File: src/rtl/reg_bank.sv
// Datapath register bank: one-hot loads from the shared bus, one-hot bus drive,
// auto-incrementing program counter, addressed read port and sticky conflict flag.
module reg_bank #(
  parameter int unsigned WIDTH    = 16,
  parameter int unsigned NREGS    = 8,
  parameter int unsigned AW       = 3,
  parameter int unsigned R0_RESET = 2,
  parameter int unsigned PC_RESET = 0
) (
  input  logic             clock,
  input  logic             resetn,
  input  logic [WIDTH-1:0] bus_in,
  input  logic [NREGS-1:0] rin,
  input  logic [NREGS-1:0] rout,
  input  logic             incr_pc,
  input  logic [AW-1:0]    rd_addr,
  input  logic             clr_err,
  output logic [WIDTH-1:0] bus_out,
  output logic [WIDTH-1:0] rd_data,
  output logic [WIDTH-1:0] pc,
  output logic             err_bus_conflict
);

  localparam int unsigned PCI = NREGS - 1;

  logic [WIDTH-1:0] regs [NREGS];
  logic             multi;

  // x & (x-1) clears the lowest set bit; anything left means >1 bit set
  assign multi = |(rout & (rout - NREGS'(1)));

  always_ff @(posedge clock or negedge resetn) begin
    if (!resetn) begin
      for (int i = 0; i < NREGS; i++) begin
        regs[i] <= '0;
      end
      regs[0]   <= WIDTH'(R0_RESET);
      regs[PCI] <= WIDTH'(PC_RESET);
    end else begin
      for (int i = 0; i < NREGS; i++) begin
        if (rin[i]) begin
          regs[i] <= bus_in;
        end
      end
      if (incr_pc && !rin[PCI]) begin
        regs[PCI] <= regs[PCI] + WIDTH'(1);
      end
    end
  end

  always_ff @(posedge clock or negedge resetn) begin
    if (!resetn) begin
      err_bus_conflict <= 1'b0;
    end else if (multi) begin
      err_bus_conflict <= 1'b1;
    end else if (clr_err) begin
      err_bus_conflict <= 1'b0;
    end
  end

  always_comb begin
    bus_out = '0;
    if (!multi) begin
      for (int i = 0; i < NREGS; i++) begin
        if (rout[i]) begin
          bus_out = regs[i];
        end
      end
    end
  end

  always_comb begin
    rd_data = '0;
    for (int i = 0; i < NREGS; i++) begin
      if (rd_addr == AW'(i)) begin
        rd_data = regs[i];
      end
    end
  end

  assign pc = regs[PCI];

endmodule

File: config.mk
export PLATFORM = sky130hd
export DESIGN_NAME = reg_bank
export DESIGN_NICKNAME = d
export VERILOG_FILES = /design/src/rtl/reg_bank.sv
export SDC_FILE = /design/constraint.sdc
export NUM_CORES = 1
export LEC_CHECK = 0
export BUFFER_PORTS_ARGS = -buffer_cell sky130_fd_sc_hd__buf_2
export CORE_MARGIN = 8
export CORE_UTILIZATION = 50
export CTS_BUF_LIST = sky130_fd_sc_hd__clkbuf_8
export DETAILED_ROUTE_END_ITERATION = 6
export GPL_ROUTABILITY_DRIVEN = 0
export PLACE_DENSITY = 0.79
export SLEW_MARGIN = 20
export SYNTH_ARGS = -nofsm -noshare
export SYNTH_HDL_FRONTEND = slang
export SYNTH_SLANG_ARGS = --single-unit
File: constraint.sdc
create_clock -name clock -period 1.8 [get_ports clock]
set_input_delay 0.18 -clock clock [delete_from_list [all_inputs] [get_ports clock]]
set_output_delay 0.18 -clock clock [all_outputs]
set_load 0.02 [all_outputs]
==> results.py, run 1 <==
metrics = {
    "status": {
        "outcome": "complete, but fails checks",
        "violations": "setup timing",
    },
    "power": {
        "switching_power_mw": 2.49,
        "switching_share_pct": 30.8,
        "p_leak_nw": 4.03,
        "peakVddDrop_uv": 560,
        "comb_power_share_pct": 26.8,
        "pwr_density_cell_nw_per_um2": 843,
        "internal-power_mw": 5.60,
        "pwr-share-clk_pct": 30.5,
        "power_frac_seq_pct": 42.7,
    },
    "floorplanning": {
        "die_area_sq_um": 19000,
        "ios": 88,
        "die_w_um": 138,
        "die_y_um": 138,
        "start_util_pct": 51.0,
        "core_sq_um": 14500,
        "rows": 44,
    },
    "synth": {
        "synth_top_area_share_pct": 43.2,
        "ys_seq_elements": 129,
        "mappedNetlistNets": 680,
        "ys.flop_type": "dfrtp_1",
        "synthArstFlopShare_pct": 100,
        "synth_area_leaders": "dfrtp_1 43%, mux2_2 20%, mux4_2 6.7%, o22ai_1 2.9%, a21oi_1 2.4%",
        "synth_cell_types": 42,
        "syn_avg_cell_area_sq_um": 11.6,
        "netlist_instances": 640,
        "ys_seq_area_share_pct": 43.6,
        "synth_top_cell_by_area": "dfrtp_1",
        "syn-cell-area_sq_um": 7410,
        "yosysWarnings": 0,
        "synth_edf_count": 0,
    },
    "timing": {
        "final.setup.worst_slack_ns": -0.235,
        "skew_ns": 0.0124,
        "rsz0062_at_grt": "yes",
        "hold_viol": 0,
        "setup_viol": 24,
        "min_period_ns": 2.04,
        "drv_slew": 0,
        "slew_headroom_pct": 59.0,
        "worst_pin_slew_ns": 0.614,
        "post-route-period-util_pct": 113,
        "fmax_mhz": 491,
    },
    "global_routing": {
        "first_global_vias": 6582,
        "grtUsageTotal_pct": 25.8,
        "grt_max_degree": 49,
        "grt_first_pass_wirelength_mm": 37.1,
        "antenna_found_initial": 1,
        "grt_overflow": 0,
    },
    "clock_network": {
        "cts_max_path_buffers": 2,
        "cts_made_buffers": 17,
        "clk_pin_slew_ns": 0.08,
        "clkSinkCount": 129,
        "cts_root_buf": "clkbuf_8",
        "tritoncts": "built",
        "clk_latency_ns": 0.46,
        "cts_max_level": 4,
    },
    "route": {
        "wl_per_cell_um": 26.0,
        "num_vias": 6595,
        "route.detailed.drc": 0,
        "antenna_left": 0,
        "drt_iter0_drc": 821,
        "drt-total-wl_mm": 25.2,
        "firstDrtPassIters": 5,
        "viasPerCell": 6.80,
    },
    "cells_and_area": {
        "drive_gt1_share_pct": 56.1,
        "final_util_pct": 66.0,
        "stdcell_count": 970,
        "final_common_cell": "dfrtp_1",
        "syn2layout_area_growth_pct": 29.6,
        "finalNetCount": 812,
        "layout_common_cells": "120 x dfrtp_1, 119 x mux2_2, 72 x buf_4",
    },
    "placed_design": {
        "dpl.hpwl_mm": 15.1,
        "placed_cells": 881,
        "portBuffers": 87,
    },
    "setup_path": {
        "worst_setup_path_end_kind": "output pin",
        "crit_fanout": 2,
        "cp.required_ns": 1.62,
        "worstRegToRegCells": 6,
        "path_class": "register to output pin",
        "critPathArrivalTime_ns": 1.86,
        "cp-start-kind": "register",
    },
    "flow_run": {
        "maxCapViolations": 0,
    },
    "min_path": {
        "min-delay-path-class": "primary input to register",
        "min_delay_path_depth": 3,
    },
}
-- sequential cells by signal (all words and copies together), names as in the netlist --
register and count:
regs 112, err_bus_conflict 1, pc 16
-- stage by stage --
step                      setup slack (ns)  setup TNS, ns  cell area (sq um)  hold WS (ns)  total power [mW]
after floorplan                      0.190              0               7410        -0.116              4.50
after global placement              0.0886              0               8090         0.186              5.00
after detailed placement            0.0116              0               8090         0.196              5.09
after CTS                           -0.257          -2.47               9020       0.00569              7.80
after global routing                -0.280          -4.17               9600       0.00965              8.39
final                               -0.235          -2.81               9600        0.0217              8.09
-- cell type report --
cell class	instances	area, sq um
Inverter	6	22.5
Clock inverter	12	118
Tap cell	184	230
Timing Repair Buffer	182	1520
Multi-Input combinational cell	436	4200
Fill cell	1032	4930
Antenna cell	1	2.50
Sequential cell	129	3240
Clock buffer	20	275
-- timing repair --
item                                    CTS  global route
pin swaps                                15            32
hold buffers                              3             0
endpoints found under the hold margin    37             0
gates resized for setup                  76           111
setup buffers                            40            15
endpoints found under the setup margin   18            34
-- worst max-delay path, stage by stage (launching register included) --
cell and delay, ns:
dfrtp_1 0.40, buf_6 0.12, mux4_2 0.47, mux2_4 0.29
buf_6 0.13
-- path summary, 6_finish.rpt --
kind	startpoint	end	slack (ns)
hold / removal	bus_in[14]	pc[14]	0.02
setup / recovery	pc[1]	rd_data[1]	-0.24
min in group asynchronous	resetn	regs[97]	0.25
hold reg to reg	err_bus_conflict	err_bus_conflict	0.51
max in group asynchronous	resetn	pc[15]	0.91
setup reg to reg	pc[0]	pc[14]	0.11
-- layer usage --
metal	GRT usage (%)	up-vias	part of all wire (%)
met1	32.4	3287	37
met5	0	-	0
met4	11.3	0	4.5
met3	8.28	128	11
li1	-	2661	-
met2	40.2	519	47
-- power by group through the flow --
stage | combinational, mW | sequential [mW] | clock [mW]
CTS | 1.91 | 3.41 | 2.47
detailed placement | 1.58 | 3.51 | 0
floorplan | 1.08 | 3.43 | 0
global route | 2.28 | 3.47 | 2.64
finish | 2.17 | 3.45 | 2.47
global placement | 1.52 | 3.49 | 0
-- cell families (layout without fill, tap and decap cells) --
kind of cell / count (synthesis) / count (layout) / share of synthesized area (%)
simple gates: 122 / 122 / 10.3
fa+ha+maj: 1 / 1 / 0.169
buf+inv: 75 / 220 / 5.56
other cells: 0 / 1 / 0
compound gates: 137 / 137 / 10.9
mux: 161 / 161 / 27.7
xor+xnor: 15 / 15 / 1.77
flops: 129 / 129 / 43.6
-- Yosys cell counts (all sizes together), types with 3 or more instances --
master and count:
nand3 19, a22oi 22, nand2 38, o22ai 34
nor2b 3, a22o 5, mux2i 6, inv 6
nand4 6, mux2 133, dfrtp 128, and4b 16
o21ai 37, nor4 7, nor3 4, mux4 22
xnor2 12, nor2 8, nand3b 16, clkbuf 25
buf 44, xor2 3, a21oi 36
Power figures use the tool's default switching activity.
==> run 2, diff against run 1 <==
--- a/config.mk
+++ b/config.mk
@@ -6,12 +6,14 @@
 export NUM_CORES = 1
 export LEC_CHECK = 0
 export BUFFER_PORTS_ARGS = -buffer_cell sky130_fd_sc_hd__buf_2
+export CELL_PAD_IN_SITES_DETAIL_PLACEMENT = 1
+export CELL_PAD_IN_SITES_GLOBAL_PLACEMENT = 2
 export CORE_MARGIN = 8
-export CORE_UTILIZATION = 50
+export CORE_UTILIZATION = 41
 export CTS_BUF_LIST = sky130_fd_sc_hd__clkbuf_8
 export DETAILED_ROUTE_END_ITERATION = 6
 export GPL_ROUTABILITY_DRIVEN = 0
-export PLACE_DENSITY = 0.79
+export PLACE_DENSITY = 0.92
 export SLEW_MARGIN = 20
 export SYNTH_ARGS = -nofsm -noshare
 export SYNTH_HDL_FRONTEND = slang
==> run 2 against run 1 <==
Effect of this change: the run still ends with setup timing left; sequential cell count is the same; die area up 19%; sequential power about the same; sequential share of layout area shrank 0.11 points; routed wire length is 13% higher; combinational power barely moved; hold slack worse by 0.0028 ns; maximum frequency fell by 0.74%; largest power group unchanged.
==> results.py, run 2 (same netlist as run 1, synthesis figures left out) <==
metrics = {
    "status": {
        "outcome": "complete, but fails checks",
        "violations": "setup timing",
    },
    "setup_path": {
        "r2r-start": "pc[0]",
        "cp-start-kind": "register",
        "r2r_slack_ns": 0.07,
        "worstRegToRegCells": 6,
        "setup.worst_path.start": "pc[1]",
        "worst_setup_path_end_kind": "output pin",
        "critPathArrivalTime_ns": 1.87,
        "cp.required_ns": 1.62,
        "cpPeakStageDelay_ns": 0.47,
        "path_class": "register to output pin",
        "cp_common_cell": "buf_6",
        "worstReg2RegEnd": "pc[12]",
        "crit_slowest_cell": "mux4_2",
        "crit_chain": "buf_6 -> mux4_2 -> mux2_4 -> buf_6",
        "crit_fanout": 2,
    },
    "min_path": {
        "min-delay-path-class": "primary input to register",
        "min_delay_path_depth": 3,
        "hp-start": "bus_in[1]",
        "whs_endpoint": "pc[1]",
    },
    "route": {
        "wl_per_cell_um": 28.1,
        "viasPerCell": 6.40,
        "num_vias": 6466,
        "antenna_left": 0,
        "drt_iter0_drc": 444,
        "route.detailed.drc": 0,
        "firstDrtPassIters": 5,
        "drt-total-wl_mm": 28.4,
    },
    "cells_and_area": {
        "largest_reg_flops": 112,
        "drive_gt1_share_pct": 57.2,
        "regMostFlops": "regs",
        "syn2layout_area_growth_pct": 30.1,
        "layout_common_cells": "120 x mux2_2, 118 x dfrtp_1, 62 x buf_4",
        "final_cell_area_sq_um": 9640,
        "final_common_cell": "mux2_2",
        "final_util_pct": 54.0,
        "fillers": 1854,
        "finalNetCount": 807,
    },
    "floorplanning": {
        "die_area_sq_um": 22600,
        "die_y_um": 150,
        "rows": 49,
        "core_sq_um": 17800,
        "start_util_pct": 41.5,
        "ios": 88,
        "die_w_um": 150,
    },
    "timing": {
        "hold_viol": 0,
        "final.setup.worst_slack_ns": -0.250,
        "rsz0062_at_grt": "yes",
        "drv_slew": 0,
        "post-route-period-util_pct": 114,
        "worst_pin_slew_ns": 0.662,
        "holdWs_ns": 0.0189,
        "skew_ns": 0.00916,
        "slew_headroom_pct": 55.9,
        "setup_viol": 24,
        "fmax_mhz": 488,
        "min_period_ns": 2.05,
    },
    "power": {
        "pwr_density_cell_nw_per_um2": 838,
        "peakVddDrop_uv": 485,
        "p_leak_nw": 3.97,
    },
    "clock_network": {
        "cts_max_level": 4,
        "clk_latency_ns": 0.47,
        "cts_made_buffers": 17,
        "clkSinkCount": 129,
        "cts_max_path_buffers": 2,
        "clk_pin_slew_ns": 0.08,
        "cts_root_buf": "clkbuf_8",
        "tritoncts": "built",
    },
    "global_routing": {
        "first_global_vias": 7235,
        "grt_first_pass_wirelength_mm": 42.3,
        "grt_overflow": 0,
        "grt_max_degree": 44,
        "grtUsageTotal_pct": 24.9,
        "antenna_found_initial": 0,
    },
    "placed_design": {
        "place_ws_ns": -0.0501,
        "placed_cell_area_sq_um": 8200,
        "portBuffers": 87,
        "dpl.hpwl_mm": 17.3,
    },
    "flow_run": {
        "maxCapViolations": 0,
    },
}
==> run 2: layer usage <==
layer / GRT usage, % / wire [um]
met3: 6.25 / 2210
met5: 0 / 0
met2: 41.1 / 13900
met4: 12.1 / 1150
met1: 29.7 / 11200
==> run 2: cell type report <==
class | instances | area [sq um] | share of cell area [%]
antenna | 1 | 2.50 | 0.0260
clock buffer | 19 | 262 | 2.71
clock inverter | 13 | 113 | 1.17
inverter | 6 | 22.5 | 0.234
multi-input combinational | 436 | 4200 | 43.6
sequential | 129 | 3240 | 33.6
tap | 229 | 287 | 2.97
timing repair buffer | 177 | 1510 | 15.6
==> run 2: stage by stage <==
step | instances | setup TNS (ns) | total power, mW
after floorplan | 640 | 0 | 4.50
after global placement | 931 | 0 | 5.06
after detailed placement | 931 | -0.134 | 5.16
after CTS | 1002 | -2.76 | 7.84
after global routing | 1009 | -4.47 | 8.34
final | 1010 | -2.99 | 8.07
==> run 2: worst max-delay path by stage <==
| stage | endpoint | slack (ns) | depth (start not counted) |
|---|---|---|---|
| 4_1_cts | rd_data[0] | -0.27 | 6 |
| 3_3_place_gp | bus_out[10] | 0.07 | 7 |
| 3_5_place_dp | bus_out[10] | -0.05 | 7 |
| 2_1_floorplan | rd_data[0] | 0.19 | 6 |
| 6_report | rd_data[1] | -0.25 | 4 |
| 5_1_grt | rd_data[1] | -0.29 | 4 |
==> run 2: where the power goes <==
part / internal (mW) / switching, mW / leakage (nW)
registers: 3.19 / 0.279 / 1.50
logic: 1.07 / 1.10 / 2.29
clock network: 1.16 / 1.27 / 0.182
total: 5.42 / 2.66 / 3.97
==> run 2: what timing repair did <==
action,4_1_cts,5_1_grt
setup buffers,39,10
hold endpoints to repair,32,0
pin swaps,18,31
hold buffers,2,0
setup endpoints to repair,27,38
resized for setup,103,98
==> run 2: worst max-delay path: cells and delay by family, from the launching register on <==
kind	cells	cell delay [ns]
mux	2	0.76
flops	1	0.40
buf+inv	2	0.25
==> run 3, diff against run 2 <==
--- a/config.mk
+++ b/config.mk
@@ -13,6 +13,7 @@
 export CTS_BUF_LIST = sky130_fd_sc_hd__clkbuf_8
 export DETAILED_ROUTE_END_ITERATION = 6
 export GPL_ROUTABILITY_DRIVEN = 0
+export MAX_ROUTING_LAYER = met4
 export PLACE_DENSITY = 0.92
 export SLEW_MARGIN = 20
 export SYNTH_ARGS = -nofsm -noshare
==> run 3 against run 2 <==
Effect of this change: the run still ends with setup timing left; first-iteration DRC count grew 11%; non-clock buffer count grew 1; critical path depth shrank 1; sequential cell count is the same; core utilization is essentially flat; sequential share of layout area is essentially flat; clock skew is essentially flat; register-to-register slack is essentially flat; hold slack gained 0.0015 ns; design area is essentially flat; global-route usage grew 0.71 points; count of clock-buffer cells in the layout is the same.
==> results.py, run 3 (same netlist as run 1, synthesis figures left out) <==
metrics = {
    "placed_design": {
        "placed_cells": 931,
        "dpl.hpwl_mm": 17.3,
        "portBuffers": 87,
        "placed_cell_area_sq_um": 8200,
    },
    "global_routing": {
        "antenna_found_initial": 0,
        "grtUsageTotal_pct": 25.6,
        "grt_first_pass_wirelength_mm": 42.3,
        "first_global_vias": 7230,
        "grt_overflow": 0,
        "grt_max_degree": 44,
    },
    "setup_path": {
        "worst_setup_path_end_kind": "output pin",
        "path_class": "register to output pin",
        "worstRegToRegCells": 6,
        "cpPeakStageDelay_ns": 0.54,
        "crit_chain": "mux4_2 -> mux2_4 -> buf_6",
        "cp-start-kind": "register",
        "worstSetupEndpoint": "rd_data[8]",
        "cp.required_ns": 1.62,
        "worstReg2RegEnd": "pc[12]",
        "r2r_slack_ns": 0.06,
        "crit_fanout": 3,
        "crit_slowest_cell": "mux4_2",
        "r2r-start": "pc[0]",
        "setup.worst_path.start": "regs[56]",
        "critPathArrivalTime_ns": 1.89,
    },
    "clock_network": {
        "clk_latency_ns": 0.47,
        "cts_max_level": 4,
        "tritoncts": "built",
        "clk_pin_slew_ns": 0.08,
        "cts_made_buffers": 17,
        "cts_root_buf": "clkbuf_8",
        "clkSinkCount": 129,
        "cts_max_path_buffers": 2,
    },
    "route": {
        "antenna_left": 0,
        "viasPerCell": 6.42,
        "m1WireLength_mm": 11.3,
        "drt-total-wl_mm": 28.6,
        "route.detailed.drc": 0,
        "drt_iter0_drc": 494,
        "wl_met3_mm": 2.05,
        "wl_per_cell_um": 28.3,
        "met2WireLength_mm": 14.1,
        "num_vias": 6487,
        "dr.max_layer_used": "met4",
        "firstDrtPassIters": 5,
    },
    "timing": {
        "drv_slew": 0,
        "hold_viol": 0,
        "fmax_mhz": 483,
        "rsz0062_at_grt": "yes",
        "setup_viol": 24,
        "tns_ns": -3.04,
        "slew_headroom_pct": 56.8,
        "min_period_ns": 2.07,
        "post-route-period-util_pct": 115,
        "worst_pin_slew_ns": 0.648,
        "skew_ns": 0.00891,
        "final.setup.worst_slack_ns": -0.269,
    },
    "min_path": {
        "min-delay-path-class": "primary input to register",
    },
    "cells_and_area": {
        "largest_reg_flops": 112,
        "stdcell_count": 1011,
        "finalNetCount": 808,
        "final_common_cell": "mux2_2",
        "final_cell_area_sq_um": 9640,
        "regMostFlops": "regs",
        "layout_common_cells": "120 x mux2_2, 118 x dfrtp_1, 64 x buf_4",
        "syn2layout_area_growth_pct": 30.1,
        "drive_gt1_share_pct": 57.2,
    },
    "flow_run": {
        "maxCapViolations": 0,
    },
    "floorplanning": {
        "core_sq_um": 17800,
        "rows": 49,
        "start_util_pct": 41.5,
        "die_w_um": 150,
        "ios": 88,
        "die_area_sq_um": 22600,
        "die_y_um": 150,
    },
    "power": {
        "pwr-share-clk_pct": 30.1,
        "peakVddDrop_uv": 499,
        "power_frac_seq_pct": 43.0,
        "p_leak_nw": 3.98,
        "comb_power_share_pct": 27.0,
        "switching_share_pct": 33.0,
        "pwr_density_cell_nw_per_um2": 839,
        "internal-power_mw": 5.42,
        "switching_power_mw": 2.66,
    },
    "status": {
        "violations": "setup timing",
        "outcome": "complete, but fails checks",
    },
}
==> run 3: cell count changes in the layout (fill, tap and decap cells not counted) <==
cell,before,now
buf_4,62,64
buf_6,49,48
==> run 3: routing by layer <==
metal  vias up  track usage, %
met4         0            12.2
met2       361            41.0
met5         -               -
met3        95            5.95
met1      3384            30.0
li1       2647               -
==> run 3: area by class of cell <==
cell class	count	area [sq um]
Antenna cell	1	2.50
Clock inverter	13	113
Inverter	6	22.5
Clock buffer	19	262
Timing Repair Buffer	178	1510
Tap cell	229	287
Multi-Input combinational cell	436	4200
Fill cell	1854	8200
Sequential cell	129	3240
==> run 3: critical path: cells and delay by family (launching register included) <==
family                 cells  cell delay (ns)
muxes                      2             0.85
buffers and inverters      1             0.13
DFF                        1             0.43
==> run 3: through the flow <==
stage	hold WS, ns	total power, mW	util, %	worst slack (ns)
global route	0.0180	8.35	54.0	-0.280
global placement	0.174	5.06	46.0	0.0738
CTS	0.00884	7.84	51.4	-0.269
detailed placement	0.184	5.16	46.0	-0.0501
finish	0.0204	8.08	54.0	-0.269
floorplan	-0.116	4.50	-	0.190
==> run 3: how the worst min path moves through the flow <==
stage | from | to | slack (ns) | cells past startpoint
6_report | bus_in[1] | pc[1] | 0.02 | 3
5_1_grt | bus_in[13] | pc[13] | 0.02 | 3
4_1_cts | bus_in[12] | pc[12] | 0.009 | 3
3_5_place_dp | resetn | regs[98] | 0.18 | 1
3_3_place_gp | resetn | regs[82] | 0.17 | 1
2_1_floorplan | resetn | err_bus_conflict | -0.12 | 0
==> run 3: what timing repair did <==
| action | CTS | global route |
|---|---|---|
| hold buffers | 2 | 0 |
| pin swaps | 18 | 31 |
| buffers inserted | 39 | 11 |
| hold endpoints to repair | 32 | 0 |
| endpoints found under the setup margin | 27 | 38 |
| resized for setup | 103 | 97 |
==> run 3: power groups by stage <==
stage               clock [mW]  combinational (mW)  sequential [mW]
floorplan                    0                1.08             3.43
global placement             0                1.57             3.49
detailed placement           0                1.64             3.52
CTS                       2.43                1.98             3.43
global route              2.56                2.30             3.49
finish                    2.43                2.18             3.47
